===== src/rtl/td4_out_uart_tx_if.sv =====
// td4_out_uart_tx_if: td4 OUT bus in, UART line and status out
interface td4_out_uart_tx_if #(parameter int FIFO_AW = 3);
  logic [7:0] PORT_IN;
  logic TXD;
  logic BUSY;
  logic OVERFLOW;
  logic [FIFO_AW:0] LEVEL;
  modport master (output PORT_IN, input TXD, BUSY, OVERFLOW, LEVEL);
  modport slave (input PORT_IN, output TXD, BUSY, OVERFLOW, LEVEL);
endinterface


===== src/rtl/td4_out_uart_tx.sv =====
// td4_out_uart_tx: queues every change of the td4 OUT port and sends it as a UART 8N1 frame
module td4_out_uart_tx #(
  parameter int CLK_HZ = 50000000,
  parameter int BAUD = 115200,
  parameter int FIFO_AW = 3
) (
  input logic CLOCK,
  input logic RESET,
  td4_out_uart_tx_if.slave bus
);
  localparam int DIVISOR = CLK_HZ / BAUD;
  localparam int CW = $clog2(DIVISOR);
  localparam int DEPTH = 2 ** FIFO_AW;
  typedef enum logic [1:0] {IDLE, START, DATA, STOP} state_t;
  state_t state;
  logic [CW-1:0] cnt;
  logic [2:0] idx;
  logic [7:0] shift;
  logic [7:0] prev;
  logic [7:0] mem [DEPTH];
  logic [FIFO_AW:0] wp;
  logic [FIFO_AW:0] rp;
  logic txd;
  logic overflow;
  logic empty;
  logic full;
  logic push;
  logic wrap;
  always_comb begin
    empty = wp == rp;
    full = (wp[FIFO_AW] != rp[FIFO_AW]) && (wp[FIFO_AW-1:0] == rp[FIFO_AW-1:0]);
    push = bus.PORT_IN != prev;
    wrap = cnt == CW'(DIVISOR - 1);
    bus.TXD = txd;
    bus.OVERFLOW = overflow;
    bus.LEVEL = wp - rp;
    bus.BUSY = (state != IDLE) || (wp != rp);
  end
  always_ff @(posedge CLOCK)
    if (!RESET && push && !full) mem[wp[FIFO_AW-1:0]] <= bus.PORT_IN;
  // full is judged before the edge, so a same-edge pop never rescues a push
  always_ff @(posedge CLOCK) begin
    if (RESET) begin
      prev <= 8'h00;
      wp <= '0;
      rp <= '0;
      overflow <= 1'b0;
      state <= IDLE;
      cnt <= '0;
      idx <= 3'd0;
      shift <= 8'h00;
      txd <= 1'b1;
    end else begin
      prev <= bus.PORT_IN;
      if (push && !full) wp <= wp + 1'b1;
      if (push && full) overflow <= 1'b1;
      cnt <= (state == IDLE || wrap) ? '0 : cnt + 1'b1;
      case (state)
        IDLE: if (!empty) begin
          shift <= mem[rp[FIFO_AW-1:0]];
          rp <= rp + 1'b1;
          txd <= 1'b0;
          state <= START;
        end
        START: if (wrap) begin
          txd <= shift[0];
          idx <= 3'd0;
          state <= DATA;
        end
        DATA: if (wrap) begin
          if (idx == 3'd7) begin
            txd <= 1'b1;
            state <= STOP;
          end else begin
            shift <= shift >> 1;
            txd <= shift[1];
            idx <= idx + 1'b1;
          end
        end
        STOP: if (wrap) state <= IDLE;
      endcase
    end
  end
endmodule


===== src/flat_wrapper.sv =====
// flat-port wrapper written by rule: the top's interface ports become plain ports
module td4_out_uart_tx_flat 
#(
  parameter int CLK_HZ = 50000000,
  parameter int BAUD = 115200,
  parameter int FIFO_AW = 3
)
  (CLOCK, RESET, bus_PORT_IN, bus_TXD, bus_BUSY, bus_OVERFLOW, bus_LEVEL);
  td4_out_uart_tx_if #(.FIFO_AW(FIFO_AW)) bus_i ();
  input logic CLOCK;
  input logic RESET;
  input wire logic [$bits(bus_i.PORT_IN)-1:0] bus_PORT_IN;
  output wire logic [$bits(bus_i.TXD)-1:0] bus_TXD;
  output wire logic [$bits(bus_i.BUSY)-1:0] bus_BUSY;
  output wire logic [$bits(bus_i.OVERFLOW)-1:0] bus_OVERFLOW;
  output wire logic [$bits(bus_i.LEVEL)-1:0] bus_LEVEL;
  assign bus_i.PORT_IN = bus_PORT_IN;
  assign bus_TXD = bus_i.TXD;
  assign bus_BUSY = bus_i.BUSY;
  assign bus_OVERFLOW = bus_i.OVERFLOW;
  assign bus_LEVEL = bus_i.LEVEL;
  td4_out_uart_tx #(.CLK_HZ(CLK_HZ), .BAUD(BAUD), .FIFO_AW(FIFO_AW)) u_core (.CLOCK(CLOCK), .RESET(RESET), .bus(bus_i));
endmodule

===== config.mk =====
export PLATFORM = sky130hd
export DESIGN_NAME = td4_out_uart_tx_flat
export DESIGN_NICKNAME = d
export VERILOG_FILES = /design/src/rtl/td4_out_uart_tx_if.sv /design/src/rtl/td4_out_uart_tx.sv /design/src/flat_wrapper.sv
export SDC_FILE = /design/constraint.sdc
export NUM_CORES = 1
export LEC_CHECK = 0
export CAP_MARGIN = 20
export CORE_MARGIN = 5
export CORE_UTILIZATION = 50
export DETAILED_ROUTE_END_ITERATION = 7
export GPL_TIMING_DRIVEN = 0
export PLACE_DENSITY = 0.67
export RECOVER_POWER = 50
export SLEW_MARGIN = 20
export SYNTH_ARGS = -nofsm -noshare
export SYNTH_HDL_FRONTEND = slang
export SYNTH_SLANG_ARGS = --single-unit

===== constraint.sdc =====
create_clock -name CLOCK -period 7.1 [get_ports CLOCK]
set_input_delay 1.42 -clock CLOCK [delete_from_list [all_inputs] [get_ports CLOCK]]
set_output_delay 1.42 -clock CLOCK [all_outputs]
set_load 0.01 [all_outputs]

# Yosys cells after proc, flatten, opt, wreduce, memory -nomap -nowiden
# Memory sizes are Yosys's and may differ from the RTL's. A register that Yosys moved wholly into a read port is not among the register bits.
# Index checks and enable logic that the tools add are counted.
# op_classes
n_addsub	5
n_mux	23
eq_ne	16
bitwise	1
multipliers	0
reduce_logical	20
magnitude_cmp	0
n_shift	0
div_mod_pow	0
# ops
operator	count
$mux W8	3
$pmux W8 S2	1
$mux W3	5
$reduce_and A4 Y1	3
$mux W2	5
$add A9 B1 Y9 const B	1
$eq A9 B9 Y1 const B	1
$add A4 B1 Y4 const B	2
$ne A2 B1 Y1 const B	4
$ne A8 B8 Y1	1
$pmux W2 S4	1
$mux W1	6
$pmux W3 S2	1
$reduce_bool A2 Y1	3
$logic_and A1 B1 Y1	5
$reduce_and A5 Y1	1
$eq A2 B2 Y1 const B	2
$eq A4 B4 Y1	1
$ne A2 B2 Y1 const B	2
$ne A4 B4 Y1	1
$sub A4 B4 Y4	1
$add A3 B1 Y3 const B	1
$eq A3 B3 Y1	1
$eq A3 B3 Y1 const B	1
other kinds (10)	12
# word_totals
output_inout_bits	7
in_bits	10
romBits	0
latchBits	0
ramBits	64
register_bits	40
memories	1
# memory_table
memory	words	word_bits	read_ports	rd_clocked_by_memory_dff	write_ports	line_no	text
u_core.mem	8	8	1	1	1	td4_out_uart_tx.sv:20	logic [7:0] mem [DEPTH];

# Depth between registers and ports, before layout
# Gate-level depths: netlist (run 1).
# depth
depth_word	6
ltp_mapped	7

# Worst setup path before layout (run 1)
# OpenSTA, ideal clock, no wires.
# synth_path
kind	in2reg
startpoint	input bus_PORT_IN[3]
endpoint	memory u_core.mem[0][0], enable pin
t_arrival_ns	2.794
path_stages	4
n_path_buf	0
required_ns	6.702
path_slack_ns	3.908
cell_sequence	xnor2_1 nand4_1 o21ai_2 nor4b_1
# synth_between
elab_chain_cells	5
# synth_lines
item	line_no	text
from (decl)	flat_wrapper.sv:12	input wire logic [$bits(bus_i.PORT_IN)-1:0] bus_PORT_IN;
$ne A8 B8 Y1	td4_out_uart_tx.sv:32	push = bus.PORT_IN != prev;
$logic_and A1 B1 Y1 (2 in a row)	td4_out_uart_tx.sv:40	if (!RESET && push && !full) mem[wp[FIFO_AW-1:0]] <= bus.PORT_IN;
$mux W1	td4_out_uart_tx.sv:40	
$mux W1 (not written as such)	td4_out_uart_tx.sv:40	
to (decl)	td4_out_uart_tx.sv:20	
# Every way passes these cells.

# Final worst setup path (run 1)
# layout_path
startpoint	register u_core.wp[0]
endpoint	output bus_BUSY
# layout_between
elab_chain_cells	2
# layout_lines
item	line_no	text
from (decl)	td4_out_uart_tx.sv:21	logic [FIFO_AW:0] wp;
from (signal assigned)	td4_out_uart_tx.sv:55	if (push && !full) wp <= wp + 1'b1;
$ne A4 B4 Y1	td4_out_uart_tx.sv:37	bus.BUSY = (state != IDLE) || (wp != rp);
$logic_or A1 B1 Y1	td4_out_uart_tx.sv:37	
to (decl)	flat_wrapper.sv:14	output wire logic [$bits(bus_i.BUSY)-1:0] bus_BUSY;
# Every way passes these cells.

==> out/results.txt, run 1 <==
core box area - 9110 µm²
Hold WS - 454 ps
ratio of cells with drive above 1 in the final layout - 15.3%
CTS tree - yes
largest net degree at the start of global routing - 23
min-delay worst type - flip-flop to flip-flop
Die W - 106 µm
drc violations - 0
Num CTS Buffers - 9
Pre-antenna DRT Iters - 4
clk buf depth - 2
fin. max-slew vios - 0
I/O Pins - 17
num rows - 35
Reg clk slew, reported paths - 120 ps
Critical Path RT - 5680 ps
Syn. warnings - 0
Skew-Pair Late Insertion Delay - 370 ps
DRT iter0 DRCs - 67
worst-path fanout max - 7
R2R depth - 6
top post-synthesis cells by area - edfxtp_1 42%, dfxtp_1 19%, mux4_2 4.9%
Setup TNS - 0 ps
Seq/Total Area, Yosys - 60.5%
Hold Startpoint - u_core.bus.OVERFLOW
area leader, netlist - edfxtp_1
Clk pwr share - 24.5%
Netlist Area Pre-Place - 4600 µm²
asr flop ratio synth - 0%
final WL - 8210 µm
Synth cell types - 50
hold path cells - 2
GP Congestion - 0.767
Post-Syn Nets - 355
fin worst setup slack - 3140 ps
Die Area - 11,200 µm²
Worst Max-Slew Pin Slew - 892 ps
RSZ-0062 raised after global routing - no
nets - 386
RR Endpoint - u_core.mem[3][6]
CTS H-tree lvls - 3
Port Buffers - 16
Synth Flop Type - edfxtp_1
crit path DAT - 2540 ps
Setup CP Type - flip-flop to primary output
Antenna diodes - 0
post-synth top area share - 41.8%
Via density - 5.41
post-synthesis register bit count - 107
Fmax achieved - 0.252 GHz
Tcrit/Tclk final - 55.8%
DP Wirelength - 5860 µm
number of synthesized flops with an enable pin - 64
initial antenna violation count - 0
first-pass GRT wire length - 13,800 µm
Leakage - 1.81 nW
PostCTS Resize Cnt - 0
startpoint types - flip-flop
DR vias - 2,586
max_cap viols - 0
maximum vdd ir drop - 0.148 mV
hold endpoint - u_core.bus.OVERFLOW
fin crit period - 3960 ps
area delta synth->final - 12.3%
# fillers - 742
CP startpoint - u_core.wp[0]
Routed Antenna Nets - 0
Sw Share - 31.2%
fin cells - 478
Die Y - 106 µm
clk sink count - 107
Starting Density - 50.5%
Inst Count DP - 462
endpoints failing hold - 0
setup bufs post-CTS - 0
r2r setup slk - 4360 ps
Place WS - 3160 ps
logic gate share of total power - 28.4%
Reg area - 2780 µm²
Setup violations, final - 0
Hold Buf Count CTS - 0
total track usage - 16.0%
syn avg cell area - 13.9 µm²
register share of total power - 47.1%
GRT overflow - 0
Gate Count Post-Synth - 331
PD cells - 303 nW/µm²
multi-input logic area - 1700 µm²
RR Startpoint - u_core.wp[0]
vias in the first global route - 2,705
Post-Route Skew - 13.7 ps
WL per Instance - 17.2 µm
switching power - 0.000488 W
CP endpoint kind - primary output
Root Buffer - clkbuf_8
Util after Layout - 56.7%
Slew HR - 40.3%
Power Internal - 0.00107 W
outcome - finished, final reports clean
==> power groups by stage <==
stage / combinational (W) / sequential (W) / clock [W]
global placement: 0.000440 / 0.000748 / 0
finish: 0.000444 / 0.000736 / 0.000383
global route: 0.000492 / 0.000742 / 0.000419
floorplan: 0.000322 / 0.000743 / 0
CTS: 0.000452 / 0.000736 / 0.000391
detailed placement: 0.000451 / 0.000750 / 0
==> cell families after synthesis <==
family | after synthesis | synth area share [%]
AOI/OAI and AO/OA | 39 | 5.99
and+or+nand+nor | 91 | 10.2
adders and majority gates | 14 | 3.97
muxes | 32 | 11.9
DFF | 107 | 60.5
xor gates and xnor gates | 22 | 4.19
buffers and inverters | 26 | 3.26
==> cell usage after synthesis, types with 2 or more instances <==
cell type  number
edfxtp_1       64
dfxtp_1        43
nor2_1         27
nand2_1        25
xnor2_1        18
inv_1          15
ha_1           13
mux2i_1        12
nor2b_1        11
mux4_2         10
a21oi_1         9
a22o_1          7
nand3_1         7
mux4_1          6
o21ai_0         6
o21ai_1         5
xor2_1          4
buf_2           3
clkbuf_1        3
mux2_2          3
nand4_1         3
nor3_1          3
nor4_1          3
and3_1          2
nor3_2          2
o211ai_1        2
or2_2           2
==> per-stage QoR <==
stage | instance area (µm²) | power, W
after floorplan | 4600 | 0.00107
final | 5160 | 0.00156
after global placement | 4900 | 0.00119
after detailed placement | 4950 | 0.00120
after global routing | 5160 | 0.00165
after CTS | 5160 | 0.00158
==> critical path: stages (launching register included) <==
cell and delay, ps:
dfxtp_1 510, inv_1 140, ha_1 330, nand3_1 150
nor3_2 390, inv_1 140, clkdlybuf4s50_1 510
==> worst max path at each step <==
stage	cells after the start	to	slack [ps]
2_1_floorplan	4	u_core.mem[0][0]	3910
3_3_place_gp	5	u_core.mem[0][4]	2180
3_5_place_dp	6	u_core.mem[0][6]	3160
4_1_cts	6	bus_BUSY	3140
5_1_grt	6	bus_BUSY	2950
6_report	6	bus_BUSY	3140
==> registers in the layout, indices dropped and copies added, names as in the netlist, named ones only <==
signal               cells
u_core.wp                4
u_core.cnt               9
u_core.rp                4
u_core.idx               3
u_core.shift             8
u_core.mem              64
u_core.state             2
u_core.bus.TXD           1
u_core.prev              8
u_core.bus.OVERFLOW      1
==> cell usage in the layout (no fill, tap or decap), types with 4 or more instances in the layout <==
cell type        netlist  final
mux2i_1               12     12
buf_2                  3      6
a21oi_1                9      9
mux4_1                 6      6
a22o_1                 7      7
clkbuf_8               0      9
dfxtp_1               43     43
nor2b_1               11     11
dlygate4sd3_1          0     11
inv_1                 15     15
nand2_1               25     25
xor2_1                 4      4
mux4_2                10     10
o21ai_0                6      6
clkdlybuf4s50_1        0      5
xnor2_1               18     18
edfxtp_1              64     64
ha_1                  13     13
nand3_1                7      7
nor2_1                27     27
o21ai_1                5      5
==> layout make-up <==
| class | instances | area share [%] |
|---|---|---|
| clock inverters | 7 | 1.72 |
| well taps | 111 | 2.69 |
| multi-input cells | 198 | 32.9 |
| inverters | 16 | 1.16 |
| clock buffers | 9 | 2.40 |
| repair buffers | 20 | 3.54 |
| flip-flops and latches | 107 | 53.9 |
| plain buffers | 10 | 1.74 |
==> per-layer routing <==
layer	routed length (µm)	track usage (%)	vias to the layer above
met5	0	0	-
met4	129	6.11	0
met3	225	3.64	10
met1	3920	21.4	1258
met2	3940	25.6	34
li1	-	-	1284
No activity file was read; power rests on OpenSTA's default activity.
==> inputs of run 2 (changes only) <==
==> constraint.sdc (replaced) <==
create_clock -name CLOCK -period 3.85 [get_ports CLOCK]
set_input_delay 0.77 -clock CLOCK [delete_from_list [all_inputs] [get_ports CLOCK]]
set_output_delay 0.77 -clock CLOCK [all_outputs]
set_load 0.01 [all_outputs]
==> out/results.txt, run 2 (synthesis results as in run 1) <==
outcome - finished, final reports clean
Die Y - 106 µm (unchanged)
first-pass GRT wire length - 13,800 µm (unchanged)
Num CTS Buffers - 9 (unchanged)
Leakage - 1.81 nW (about the same)
max FFs per register - 64 (unchanged)
DR vias - 2,581 (-0.19%)
Die W - 106 µm (unchanged)
Fmax achieved - 0.306 GHz
initial antenna violation count - 0 (unchanged)
multi-input logic area - 1690 µm² (-0.44%)
Reg area - 2780 µm² (unchanged)
I/O Pins - 17 (unchanged)
clk buf depth - 2 (unchanged)
Hold WS - 455 ps (+0.247 ps)
GRT overflow - 0 (unchanged)
CTS H-tree lvls - 3 (unchanged)
Worst Max-Slew Pin Slew - 923 ps (+30.5 ps)
clk sink count - 107 (unchanged)
vias in the first global route - 2,705 (unchanged)
fin. max-slew vios - 0 (unchanged)
Critical Path RT - 3080 ps (-2600 ps)
fin crit period - 3260 ps
max_cap viols - 0 (unchanged)
Starting Density - 50.5% (unchanged)
Setup violations, final - 0 (unchanged)
ratio of cells with drive above 1 in the final layout - 15.0% (-0.27 points)
endpoints failing hold - 0 (unchanged)
Skew-Pair Late Insertion Delay - 370 ps (about the same)
core box area - 9110 µm² (unchanged)
PD cells - 557 nW/µm² (+84%)
Routed Antenna Nets - 0 (unchanged)
commonest cells after routing, fill and taps aside - 64 x edfxtp_1, 43 x dfxtp_1, 27 x nor2_1
area delta synth->final - 12.1%
total track usage - 16.0% (unchanged)
final WL - 8200 µm (-0.17%)
maximum vdd ir drop - 0.272 mV (+84%)
Reg clk slew, reported paths - 120 ps (about the same)
Port Buffers - 16 (unchanged)
Antenna diodes - 0 (unchanged)
Hold Buf Count CTS - 0 (unchanged)
min-delay worst type - flip-flop to flip-flop
PostCTS Resize Cnt - 0 (unchanged)
Slew HR - 38.3% (-2.0 points)
Die Area - 11,200 µm² (unchanged)
Tcrit/Tclk final - 84.8%
CP endpoint kind - primary output
num rows - 35 (unchanged)
# fillers - 744 (+0.27%)
Via density - 5.40 (-0.19%)
worst-path fanout max - 7 (unchanged)
CTS tree - yes
WL per Instance - 17.2 µm (-0.17%)
Design Area, Final - 5160 µm² (-0.15%)
setup bufs post-CTS - 0 (unchanged)
most common cell after layout, fill and taps aside - edfxtp_1
DP Wirelength - 5860 µm (unchanged)
RSZ-0062 raised after global routing - no
Pre-antenna DRT Iters - 4 (unchanged)
GP Congestion - 0.767 (unchanged)
drc violations - 0 (unchanged)
startpoint types - flip-flop
nets - 386 (unchanged)
Setup CP Type - flip-flop to primary output
crit path DAT - 2490 ps (-50 ps)
Post-Route Skew - 15.7 ps (+1.98 ps)
largest net degree at the start of global routing - 23 (unchanged)
Post-DP Area - 4950 µm² (unchanged)
Root Buffer - clkbuf_8
DRT iter0 DRCs - 70 (+4.5%)
run 2: changes by cell type in the layout (fill, tap and decap cells not counted):
cell     previous run  this run
o32ai_2             1         0
o32ai_1             0         1
run 2: final timing paths:
check	startpoint	end	slack, ps	depth (start not counted)
max	u_core.wp[0]	bus_BUSY	590	6
min	u_core.bus.OVERFLOW	u_core.bus.OVERFLOW	450	2
max reg2reg	u_core.wp[0]	u_core.mem[3][6]	1090	6
min reg2reg	u_core.bus.OVERFLOW	u_core.bus.OVERFLOW	450	2
run 2: per-layer routing:
layer	up-vias	wire (µm)	GRT usage, %
li1	1282	-	-
met1	1252	3880	21.4
met2	39	3930	25.6
met3	8	268	3.64
met4	0	114	6.11
met5	-	0	0
run 2: layout make-up:
| cell class | instances | area share, % |
|---|---|---|
| sequential | 107 | 54.0 |
| inverter | 16 | 1.16 |
| timing repair buffer | 20 | 3.54 |
| tap | 111 | 2.69 |
| clock buffer | 9 | 2.40 |
| clock inverter | 7 | 1.72 |
| buffer | 10 | 1.75 |
| multi-input combinational | 198 | 32.8 |
run 2: power breakdown:
part	internal, W	switching, W
combinational	0.000409	0.000402
sequential	0.00130	0.0000555
clock	0.000268	0.000437
run 2: stage by stage:
stage | std cells | worst slack [ps] | power [W] | utilization [%] | setup TNS (ps)
final | 478 | 586 | 0.00287 | 56.6 | 0
after global routing | 478 | 382 | 0.00304 | 56.6 | 0
after CTS | 478 | 539 | 0.00291 | 56.7 | 0
after detailed placement | 462 | 556 | 0.00221 | 54.4 | 0
after global placement | 458 | -425 | 0.00219 | 53.8 | -7610
after floorplan | 331 | 1280 | 0.00196 | - | 0
run 2: critical path, stage by stage, from the launching register on:
cell,delay [ps]
dfxtp_1,510
inv_1,140
ha_1,330
nand3_1,150
nor3_2,360
inv_1,140
clkdlybuf4s50_1,500
